`config.mk`:
```
export PLATFORM = sky130hd
export DESIGN_NAME = shift_sequencer
export DESIGN_NICKNAME = d
export VERILOG_FILES = /design/src/rtl/shift_sequencer.sv
export SDC_FILE = /design/constraint.sdc
export NUM_CORES = 1
export LEC_CHECK = 0
export BUFFER_PORTS_ARGS = -buffer_cell sky130_fd_sc_hd__buf_2
export CORE_MARGIN = 2
export CORE_UTILIZATION = 30
export DETAILED_ROUTE_END_ITERATION = 10
export GPL_TIMING_DRIVEN = 0
export PLACE_DENSITY = 0.45
export SLEW_MARGIN = 25
export SYNTH_ARGS = -nofsm -noshare
export SYNTH_HDL_FRONTEND = slang
export SYNTH_SLANG_ARGS = --single-unit
```
`constraint.sdc`:
```
create_clock -name clk -period 6.2 [get_ports clk]
set_clock_uncertainty 0.2 [all_clocks]
set_input_delay 1.24 -clock clk [delete_from_list [all_inputs] [get_ports clk]]
set_output_delay 1.24 -clock clk [all_outputs]
set_load 0.005 [all_outputs]
```
`src/rtl/shift_sequencer.sv`:
```
// Multi-cycle barrel-style shifter: one binary-weighted stage (1,2,4,8) per clock,
// so every non-zero shift takes the same four stage cycles regardless of amount.
module shift_sequencer (
  input  logic        clk,
  input  logic        rst_n,
  input  logic        in_valid,
  output logic        in_ready,
  input  logic [15:0] in_data,
  input  logic [3:0]  in_cnt,
  input  logic [1:0]  in_op,
  output logic        out_valid,
  input  logic        out_ready,
  output logic [15:0] out_data,
  output logic        busy
);

  typedef enum logic [1:0] {IDLE, SHIFT, DONE} state_t;

  localparam logic [1:0] OP_SLL = 2'b00;
  localparam logic [1:0] OP_SRL = 2'b01;
  localparam logic [1:0] OP_ROL = 2'b10;

  state_t      state;
  logic [15:0] wreg;
  logic [3:0]  cnt_q;
  logic [1:0]  op_q;
  logic [1:0]  stg;
  logic [15:0] stage_nxt;

  // One stage: shift by 2^k when enabled, otherwise pass the word through.
  function automatic logic [15:0] stage_shift(input logic [15:0] w, input logic [1:0] op,
                                              input logic [1:0] k, input logic en);
    logic [4:0]         s;
    logic signed [15:0] ws;
    logic [15:0]        r;
    s  = 5'd1 << k;
    ws = signed'(w);
    r  = w;
    if (en) begin
      case (op)
        OP_SLL:  r = w << s;
        OP_SRL:  r = w >> s;
        OP_ROL:  r = (w << s) | (w >> (5'd16 - s));
        default: r = 16'(ws >>> s);
      endcase
    end
    return r;
  endfunction

  always_comb begin
    stage_nxt = stage_shift(wreg, op_q, stg, cnt_q[stg]);
  end

  always_ff @(posedge clk or negedge rst_n) begin
    if (!rst_n) begin
      state     <= IDLE;
      wreg      <= 16'h0000;
      cnt_q     <= 4'd0;
      op_q      <= 2'b00;
      stg       <= 2'd0;
      out_data  <= 16'h0000;
      out_valid <= 1'b0;
      busy      <= 1'b0;
      in_ready  <= 1'b1;
    end else begin
      case (state)
        IDLE: begin
          if (in_valid) begin
            wreg     <= in_data;
            cnt_q    <= in_cnt;
            op_q     <= in_op;
            stg      <= 2'd0;
            in_ready <= 1'b0;
            busy     <= 1'b1;
            if (in_cnt == 4'd0) begin
              state     <= DONE;
              out_data  <= in_data;
              out_valid <= 1'b1;
            end else begin
              state <= SHIFT;
            end
          end
        end
        SHIFT: begin
          wreg <= stage_nxt;
          stg  <= stg + 2'd1;
          if (stg == 2'd3) begin
            state     <= DONE;
            out_data  <= stage_nxt;
            out_valid <= 1'b1;
          end
        end
        DONE: begin
          // Result is held until consumed; return to IDLE only, never re-accept here.
          if (out_ready) begin
            state     <= IDLE;
            out_valid <= 1'b0;
            busy      <= 1'b0;
            in_ready  <= 1'b1;
          end
        end
        default: begin
          state     <= IDLE;
          out_valid <= 1'b0;
          busy      <= 1'b0;
          in_ready  <= 1'b1;
        end
      endcase
    end
  end

endmodule

```
# Yosys cells after proc, flatten, opt, wreduce, memory -nomap -nowiden

Index checks and enable logic that the tools add are counted.

Add/subtract/negate cells: 2
Magnitude comparators: 1
Equal/unequal tests: 9
Shifts and indexed selects: 5
Multiplexer cells: 27
Bitwise gates (word level): 2
Reductions and logical operators: 10

Operator list:

| operator                                                              | number |
|---|---|
| 16-bit 2-to-1 mux                                                     | 5 |
| 16-bit case mux with 2 select lines                                   | 2 |
| 16-bit case mux with 3 select lines                                   | 1 |
| 16-bit by 5-bit right shift with 16-bit output                        | 2 |
| 16-bit bitwise OR                                                     | 1 |
| 16-bit by 5-bit << shifter with 16-bit output                         | 1 |
| 16-bit by 5-bit >>> shifter with 16-bit output                        | 1 |
| 2-bit 2-to-1 mux                                                      | 5 |
| 1-bit case mux with 3 select lines                                    | 3 |
| 1-bit 2-to-1 mux                                                      | 8 |
| 2-bit != test (second input constant)                                 | 4 |
| 4-bit AND reduction                                                   | 2 |
| 2-bit == test (second input constant)                                 | 3 |
| 2-bit case mux with 3 select lines                                    | 1 |
| 3-bit AND reduction                                                   | 2 |
| 1-bit by 2-bit << shifter with 5-bit output (first input constant)    | 1 |
| 5-bit subtractor (first input constant)                               | 1 |
| 2-bit by 1-bit == test with 1-bit output (second input constant)      | 2 |
| 2-bit zero test                                                       | 2 |
| 4-bit zero test                                                       | 1 |
| 2-bit case mux with 2 select lines                                    | 1 |
| 2-bit AND reduction                                                   | 2 |
| 2-bit by 3-bit < comparator with 1-bit output (second input constant) | 1 |
| 2-bit by 1-bit adder with 2-bit output (second input constant)        | 1 |
| other kinds (3)                                                       | 3 |

Register bits after elaboration: 45
Input port bits: 26
Output and inout bits: 19
Word-level logic and storage cells: 65

# Depth between registers and ports, before layout

Gate-level depths: netlist of run 1.

Word-level depth: 8
Depth in mapped cells: 13
Gate-level depth less buffers: 10

# Worst setup path before layout of run 1

No wires, ideal clock.

Path type: register to register
Start point: register stg[1]
End point: register wreg[2]
Setup time: 82 ps
Data arrival time: 2485 ps
Data required time: 5918 ps
Slack: 3434 ps
Cell stages (with the launch flop): 13
Buffers on the path: 3
Clock period less this slack: 2766 ps
Cell sequence: dfrtp_1 -> inv_1 -> ha_1 -> buf_4 -> inv_2 -> buf_4 -> buf_4 -> ha_1 -> nor4b_1 -> o21ai_0 -> a31oi_1 -> o211ai_1 -> a31oi_1

Longest elaborated chain between the ends: 7
Elaborated cells between the ends (all ways): 12
Classes of those cells: add/sub: 1; shift: 5; mux: 5; bitwise: 1

Ends and longest elaborated chain:

| item                                           | RTL line | text |
|---|---|---|
| from (decl)                                    | 27       | `logic [1:0] stg;` |
| from (signal assigned)                         | 86       | `stg <= stg + 2'd1;` |
| 1-bit by 2-bit << shifter with 5-bit output    | 36       | `s = 5'd1 << k;` |
| 5-bit subtractor                               | 43       | `OP_ROL: r = (w << s) \| (w >> (5'd16 - s));` |
| 16-bit by 5-bit right shift with 16-bit output | 43       |  |
| 16-bit bitwise OR                              | 43       |  |
| 16-bit case mux with 3 select lines            | 40       | `case (op)` |
| 16-bit 2-to-1 mux *                            | 39       | `if (en) begin` |
| 16-bit case mux with 2 select lines *          | 66       | `case (state)` |
| to (signal assigned)                           | 69       | `wreg <= in_data;` |
| to (signal assigned)                           | 85       | `wreg <= stage_nxt;` |
| to (decl)                                      | 24       | `logic [15:0] wreg;` |

Every way passes the cells marked *; elsewhere a longest branch is shown, timed or not. The select of a mux whose other input is x is not followed.
A chain may end at the register's enable or synchronous reset.

# Worst setup path in the final report of run 1

Start point: register stg[0]
End point: register wreg[7]

The elaborated chain is that of the path after synthesis.

==> results.yml, run 1 <==
worst_setup_path:
  worst_setup_path_end_kind: "flip-flop"
  timing.critical_path.arrival_ps: 3570
  worstSetupPathDepth: 9
  setup.worst_path.end: "wreg[7]"
  cpPeakStageDelay_ps: 760
  critPathSlowestCell: "sky130_fd_sc_hd__nor4_1"
  rrSetupSlack_ps: 2660
  maximum_fanout_along_the_worst_path: 10
  worstPathCellList: "inv_1 > ha_1 > clkinv_1 > clkbuf_1 > nand2_1 > nor4_1 > o21ai_0 > a21oi_1 > mux2_2"
  critical_path_required_ps: 6230
  number_of_buffer_and_inverter_instances_along_the_worst_setup_path: 3
  reg2reg_depth: 9
  critical_path.reg2reg.endpoint: "wreg[7]"
  worst_r2r_startpoint: "stg[0]"
  cp-startpoint: "stg[0]"
  category_of_the_most_critical_setup_path: "flip-flop to flip-flop"
  critical-path-top-delay-family: "buffers and inverters"
  worstSetupStartpointType: "flip-flop"
layout:
  layout.cells.most_common: "sky130_fd_sc_hd__nand2_1"
  layout.filler_cells: 1502
  final_cell_mix: "sky130_fd_sc_hd__nand2_1, sky130_fd_sc_hd__buf_2, sky130_fd_sc_hd__mux2i_1"
  layout-area-overhead-vs-synth_pct: 14.0
  drive_gt1_share_pct: 18.7
  finalNetCount: 576
  num_antenna_cells: 0
  finish.utilization_pct: 34.7
  count_of_placed_standard_cells_in_the_final_layout_fillers_left_out: 725
floorplan:
  ioPinCount: 45
  initial_utilization_pct: 30.5
  floorplan.core_area_sq_mm: 0.0138
  fp-row-count: 43
  chipHeight_um: 122
  die_width_um: 122
  total_die_area_sq_mm: 0.0149
power:
  p_int_mw: 1.55
  seq_power_share_pct: 18.8
  power.static_leakage_nw: 2.00
  share_clk_of_total_power_pct: 7.7
  p_comb_share_pct: 73.4
  peakVddDrop_mv: 0.214
  switching_share_pct: 54.8
  p_sw_mw: 1.87
  finalPower_mw: 3.42
  power_per_cell_area_mw_per_mm2: 716
global_routing:
  grt_util_all_layers_pct: 25.1
  grt_first_pass_wirelength_um: 27700
  grt.overflow.total: 0
  antenna_found_initial: 0
  pin_count_of_the_biggest_net_entering_global_routing: 46
  first_global_vias: 4346
timing:
  finalCriticalPeriod_ps: 3540
  worst-slew-pin-transition_ps: 891
  fmaxAchievable_ghz: 0.283
  rsz0062_at_grt: "false"
  drv_slew: 0
  fin_setup_tns_ps: 0
  number_of_failing_hold_endpoints_at_the_final_stage: 0
  post-route-period-util_pct: 57.1
  setup_ws_ps: 2660
  timing.final.setup_violations: 0
  relSlewSlack_pct: 40.1
routing:
  drt_first_pass_iters: 7
  drc: 0
  vias: 4413
  route.antenna.remaining_nets: 0
  routed_wire_length_um: 18200
  routed_via_density: 6.09
  dr.first_iter.drc_count: 440
  detail_route.wl_per_cell_um: 25.1
cts:
  cts_tree: "done"
  postCtsResizedCells: 0
  hold_buffer_count_at_cts: 0
  number_of_buffers_created_by_cts: 5
  htree_levels: 2
  worstSkewPairLatency_ps: 290
  cts_post_setup_buffers_inserted: 0
  clock-sinks: 45
  clock_tree.root_cell: "sky130_fd_sc_hd__clkbuf_16"
  cts.path.max_buffers: 2
  clk_transition_reported_paths_ps: 60
placed_design:
  dpl_worst_slack_ps: 2820
  gp_routability_congestion: 0.967
  place_hpwl_um: 13800
  placedCellCount: 717
  buffer_ports.inserted: 44
logic_synthesis:
  synth.net_count: 525
  synth-adder-area-share_pct: 1.79
  muxShareOfSynthArea_pct: 23.0
  synth_cell_type_count: 76
  netlist_area_before_placement_sq_mm: 0.00420
  per_instance_average_area_after_synthesis_sq_um: 8.51
  synth_edf_count: 0
  synth-seq-area-share_pct: 26.9
  asyncSetResetFlopFracSynth_pct: 100
  syn_inst: 493
  synth_flop_cell: "sky130_fd_sc_hd__dfrtp_1"
  synth_compound_gate_area_share_pct: 25.6
  ys_ff_latch: 45
  main_combinational_cell_family_by_area_after_synthesis: "compound AO/OA/AOI/OAI gates"
  ys_warn_count: 0
  synth-simple-area-share_pct: 15.8
  synth_xor_area_share_pct: 0.388
min_path:
  min_path_cells: 2
  worstHoldPathType: "flip-flop to flip-flop"
run:
  timing.max_cap.violations: 0
status:
  status: "completed"
-- stage by stage --
stage	area, sq um	hold slack (ps)
4_1_cts	4780	288
5_1_grt	4780	322
3_3_place_gp	4640	267
2_1_floorplan	4200	262
3_5_place_dp	4640	271
6_report	4780	286
-- registers in the layout, summed over array words and instances (netlist names) --
signal     count
busy           1
cnt_q          4
in_ready       1
op_q           2
out_data      16
out_valid      1
state          2
stg            2
wreg          16
-- power by group through the flow --
stage                     logic [mW]  registers (mW)  clock network, mW
after floorplan                 1.69           0.567                  0
after global placement          2.48           0.640                  0
after detailed placement        2.44           0.640                  0
after CTS                       2.45           0.636              0.274
after global routing            2.68           0.658              0.284
final                           2.51           0.644              0.265
-- worst min-delay path by stage --
stage	startpoint	to	slack (ps)
after global placement	out_data[1]	out_data[1]	270
after CTS	out_data[6]	out_data[6]	290
after floorplan	cnt_q[2]	cnt_q[2]	260
after detailed placement	out_data[6]	out_data[6]	270
final	out_data[6]	out_data[6]	290
after global routing	in_ready	in_ready	320
-- cell families (layout without fill, tap and decap cells) --
kind of cell | count (synthesis) | count (layout)
xor+xnor | 1 | 1
mux | 78 | 78
flops | 45 | 45
buf+inv | 54 | 106
simple gates | 145 | 145
fa+ha+maj | 6 | 6
compound gates | 164 | 164
-- synth_stat cells (all sizes together), types with 5 or more instances --
cell type  count  area share, %
nor3           9            1.1
a31oi         13            1.9
nand2b         5           0.75
nor2          33            3.0
o22ai          5           0.75
o211ai        13            2.3
o221ai         5            1.0
ha             6            1.8
o21ai         44            5.4
buf           21            3.7
mux2i         55             13
mux4          13            7.1
dfrtp         44             26
a21oi         34            4.1
clkbuf        23            2.1
mux2          10            2.7
o31ai          6            1.1
nor2b          6           0.89
and2           5           0.75
nand2         67            6.0
inv            9           0.81
-- layer usage --
| metal | up-vias | wire [um] | track usage [%] |
|---|---|---|---|
| li1 | 1954 | - | - |
| met1 | 2124 | 7900 | 35.0 |
| met2 | 283 | 8020 | 39.0 |
| met3 | 52 | 1570 | 3.62 |
| met4 | 0 | 727 | 9.91 |
| met5 | - | 0 | 0 |
-- area by class of cell --
class / instances / area, sq um / area share [%]
Buffer: 44 / 240 / 5.02
Clock buffer: 7 / 133 / 2.77
Clock inverter: 1 / 7.51 / 0.157
Inverter: 10 / 37.5 / 0.785
Multi-Input combinational cell: 394 / 2790 / 58.3
Sequential cell: 45 / 1130 / 23.6
Tap cell: 180 / 225 / 4.71
Timing Repair Buffer: 44 / 223 / 4.66
-- worst reg2reg max path: stages (launching register included) --
cell	delay, ps
sky130_fd_sc_hd__dfrtp_1	450
sky130_fd_sc_hd__inv_1	150
sky130_fd_sc_hd__ha_1	300
sky130_fd_sc_hd__clkinv_1	190
sky130_fd_sc_hd__clkbuf_1	570
sky130_fd_sc_hd__nand2_1	110
sky130_fd_sc_hd__nor4_1	760
sky130_fd_sc_hd__o21ai_0	260
sky130_fd_sc_hd__a21oi_1	290
sky130_fd_sc_hd__mux2_2	200
No activity file was read; power rests on OpenSTA's default activity.
==> run 2, diff against run 1 <==
--- a/config.mk
+++ b/config.mk
@@ -5,6 +5,7 @@
 export SDC_FILE = /design/constraint.sdc
 export NUM_CORES = 1
 export LEC_CHECK = 0
+export ABC_AREA = 1
 export BUFFER_PORTS_ARGS = -buffer_cell sky130_fd_sc_hd__buf_2
 export CORE_MARGIN = 2
 export CORE_UTILIZATION = 30
==> constraint.sdc (replaced) <==
create_clock -name clk -period 3.5 [get_ports clk]
set_clock_uncertainty 0.2 [all_clocks]
set_input_delay 0.7 -clock clk [delete_from_list [all_inputs] [get_ports clk]]
set_output_delay 0.7 -clock clk [all_outputs]
set_load 0.005 [all_outputs]
==> run 2 against run 1 <==
Worst hold slack got worse by 85 ps. Critical path type unchanged. Highest routed layer unchanged. Maximum frequency increased by 18%. Non-clock buffer count decreased by 10. Area after synthesis decreased by 0.69%. Via count increased by 9.9%.
==> results.yml, run 2 <==
status:
  status: "completed"
logic_synthesis:
  synth-seq-area-share_pct: 27.1
  ys_ff_latch: 45
  synth_largest_type_area_fraction_pct: 29.5
  synth.net_count: 741
  syn_inst: 709
  synth_cell_type_count: 34
  ys_top_cells_by_area: "sky130_fd_sc_hd__nand2_1, sky130_fd_sc_hd__dfrtp_1, sky130_fd_sc_hd__nand3_1"
  synth_top_area_cell: "sky130_fd_sc_hd__nand2_1"
  synth_top_cells_by_count: "sky130_fd_sc_hd__nand2_1, sky130_fd_sc_hd__nand3_1, sky130_fd_sc_hd__dfrtp_1"
  synth_edf_count: 0
  asyncSetResetFlopFracSynth_pct: 100
  netlist_area_before_placement_sq_mm: 0.00417
  synthMostInstantiatedCell: "sky130_fd_sc_hd__nand2_1"
  ys_warn_count: 0
  per_instance_average_area_after_synthesis_sq_um: 5.88
  synth_flop_cell: "sky130_fd_sc_hd__dfrtp_1"
routing:
  vias: 4851
  route.antenna.remaining_nets: 0
  detail_route.wl_per_cell_um: 18.2
  dr.first_iter.drc_count: 494
  routed_via_density: 5.16
  drc: 0
  drt_first_pass_iters: 5
  routed_wire_length_um: 17100
floorplan:
  initial_utilization_pct: 30.4
  floorplan.core_area_sq_mm: 0.0137
  ioPinCount: 45
  die_width_um: 122
  fp-row-count: 43
  total_die_area_sq_mm: 0.0148
  chipHeight_um: 122
cts:
  postCtsResizedCells: 0
  clk_transition_reported_paths_ps: 70
  clock-sinks: 45
  htree_levels: 2
  clock_tree.root_cell: "sky130_fd_sc_hd__clkbuf_16"
  hold_buffer_count_at_cts: 0
  worstSkewPairLatency_ps: 290
  cts.path.max_buffers: 2
  number_of_buffers_created_by_cts: 5
  cts_post_setup_buffers_inserted: 0
  cts_tree: "done"
worst_setup_path:
  reg2reg_depth: 16
  maximum_fanout_along_the_worst_path: 10
  timing.critical_path.arrival_ps: 3050
  critical_path.reg2reg.endpoint: "out_data[2]"
  worst_setup_path_end_kind: "flip-flop"
  worst_r2r_startpoint: "stg[0]"
  category_of_the_most_critical_setup_path: "flip-flop to flip-flop"
  critical_path_required_ps: 3540
  worstSetupStartpointType: "flip-flop"
  rrSetupSlack_ps: 490
timing:
  rsz0062_at_grt: "false"
  post-route-period-util_pct: 86.0
  holdWs_ps: 201
  worst-slew-pin-transition_ps: 667
  fin_setup_tns_ps: 0
  relSlewSlack_pct: 55.5
  fmaxAchievable_ghz: 0.332
  drv_slew: 0
  timing.final.setup_violations: 0
  number_of_failing_hold_endpoints_at_the_final_stage: 0
  finalCriticalPeriod_ps: 3010
global_routing:
  grt.met3_usage_pct: 3.65
  pin_count_of_the_biggest_net_entering_global_routing: 46
  top_usage_layer: "met2"
  global_route.usage.met1_pct: 32.7
  groute.layer.met2.usage_pct: 37.8
  grt.overflow.total: 0
  grt_first_pass_wirelength_um: 26500
  first_global_vias: 4543
  antenna_found_initial: 0
  grt_util_all_layers_pct: 23.7
layout:
  post-route-cell-area_sq_mm: 0.00478
  finalNetCount: 792
  biggestRegsByFlops: "out_data (16), wreg (16), cnt_q (4)"
  finish.utilization_pct: 34.9
  layout.cells.most_common: "sky130_fd_sc_hd__nand2_1"
  num_antenna_cells: 0
  drive_gt1_share_pct: 15.1
  layout-area-overhead-vs-synth_pct: 14.8
  final_cell_mix: "sky130_fd_sc_hd__nand2_1, sky130_fd_sc_hd__nand3_1, sky130_fd_sc_hd__buf_2"
placed_design:
  post_dp_cell_area_sq_mm: 0.00461
  buffer_ports.inserted: 44
  gp_routability_congestion: 0.940
  place_hpwl_um: 13500
min_path:
  worstHoldPathType: "input port to async pin"
run:
  timing.max_cap.violations: 0
==> run 2: logic make-up after synthesis <==
| kind of cell | count (synthesis) | share of synthesized area, % |
|---|---|---|
| AO/OA/AOI/OAI | 56 | 7.09 |
| adder cells (fa/ha/maj) | 6 | 1.80 |
| buffers and inverters | 80 | 10.0 |
| flip-flops | 45 | 27.1 |
| AND/OR/NAND/NOR | 522 | 54.1 |
==> run 2: worst max path at each step <==
| stage | from | endpoint | slack [ps] | cells after the start |
|---|---|---|---|---|
| after floorplan | stg[1] | out_data[3] | 1240 | 18 |
| after global placement | stg[0] | out_data[2] | 470 | 16 |
| after detailed placement | stg[0] | out_data[2] | 520 | 16 |
| after CTS | stg[0] | out_data[2] | 490 | 16 |
| after global routing | stg[0] | out_data[2] | 210 | 16 |
| final | stg[0] | out_data[2] | 490 | 16 |
==> run 2: cell type report <==
cell class	count	area, sq um
timing repair buffer	44	223
inverter	46	180
fill	1570	8940
buffer	34	236
sequential	45	1130
clock buffer	6	129
tap	180	225
clock inverter	2	38.8
multi-input combinational	584	2620
==> run 2: worst max-delay path, stage by stage (launching register included) <==
cell and delay [ps]:
sky130_fd_sc_hd__dfrtp_1 470, sky130_fd_sc_hd__inv_2 130, sky130_fd_sc_hd__ha_1 360, sky130_fd_sc_hd__inv_2 150
sky130_fd_sc_hd__buf_8 190, sky130_fd_sc_hd__ha_1 190, sky130_fd_sc_hd__inv_1 50, sky130_fd_sc_hd__nor2_1 50
sky130_fd_sc_hd__nor3_1 340, sky130_fd_sc_hd__nand3_1 180, sky130_fd_sc_hd__nand2_1 120, sky130_fd_sc_hd__inv_1 40
sky130_fd_sc_hd__nand2_1 60, sky130_fd_sc_hd__nand2_1 140, sky130_fd_sc_hd__nand2_1 130, sky130_fd_sc_hd__nand3_1 80
sky130_fd_sc_hd__nand2_1 70
==> run 2: metrics by stage <==
step,worst slack (ps),instances
floorplan,1240,709
global placement,472,933
detailed placement,516,933
CTS,493,941
global route,208,941
finish,489,941
==> run 2: per-layer routing <==
layer / routed length (um) / vias up
met2: 7630 / 213
met4: 480 / 0
met1: 7780 / 2220
met3: 1200 / 37
met5: 0 / -
li1: - / 2381
Power of run 2 is left out: the tool's default activity adds up to more than one toggle a clock period on the data nets, which glitch-free logic cannot reach.
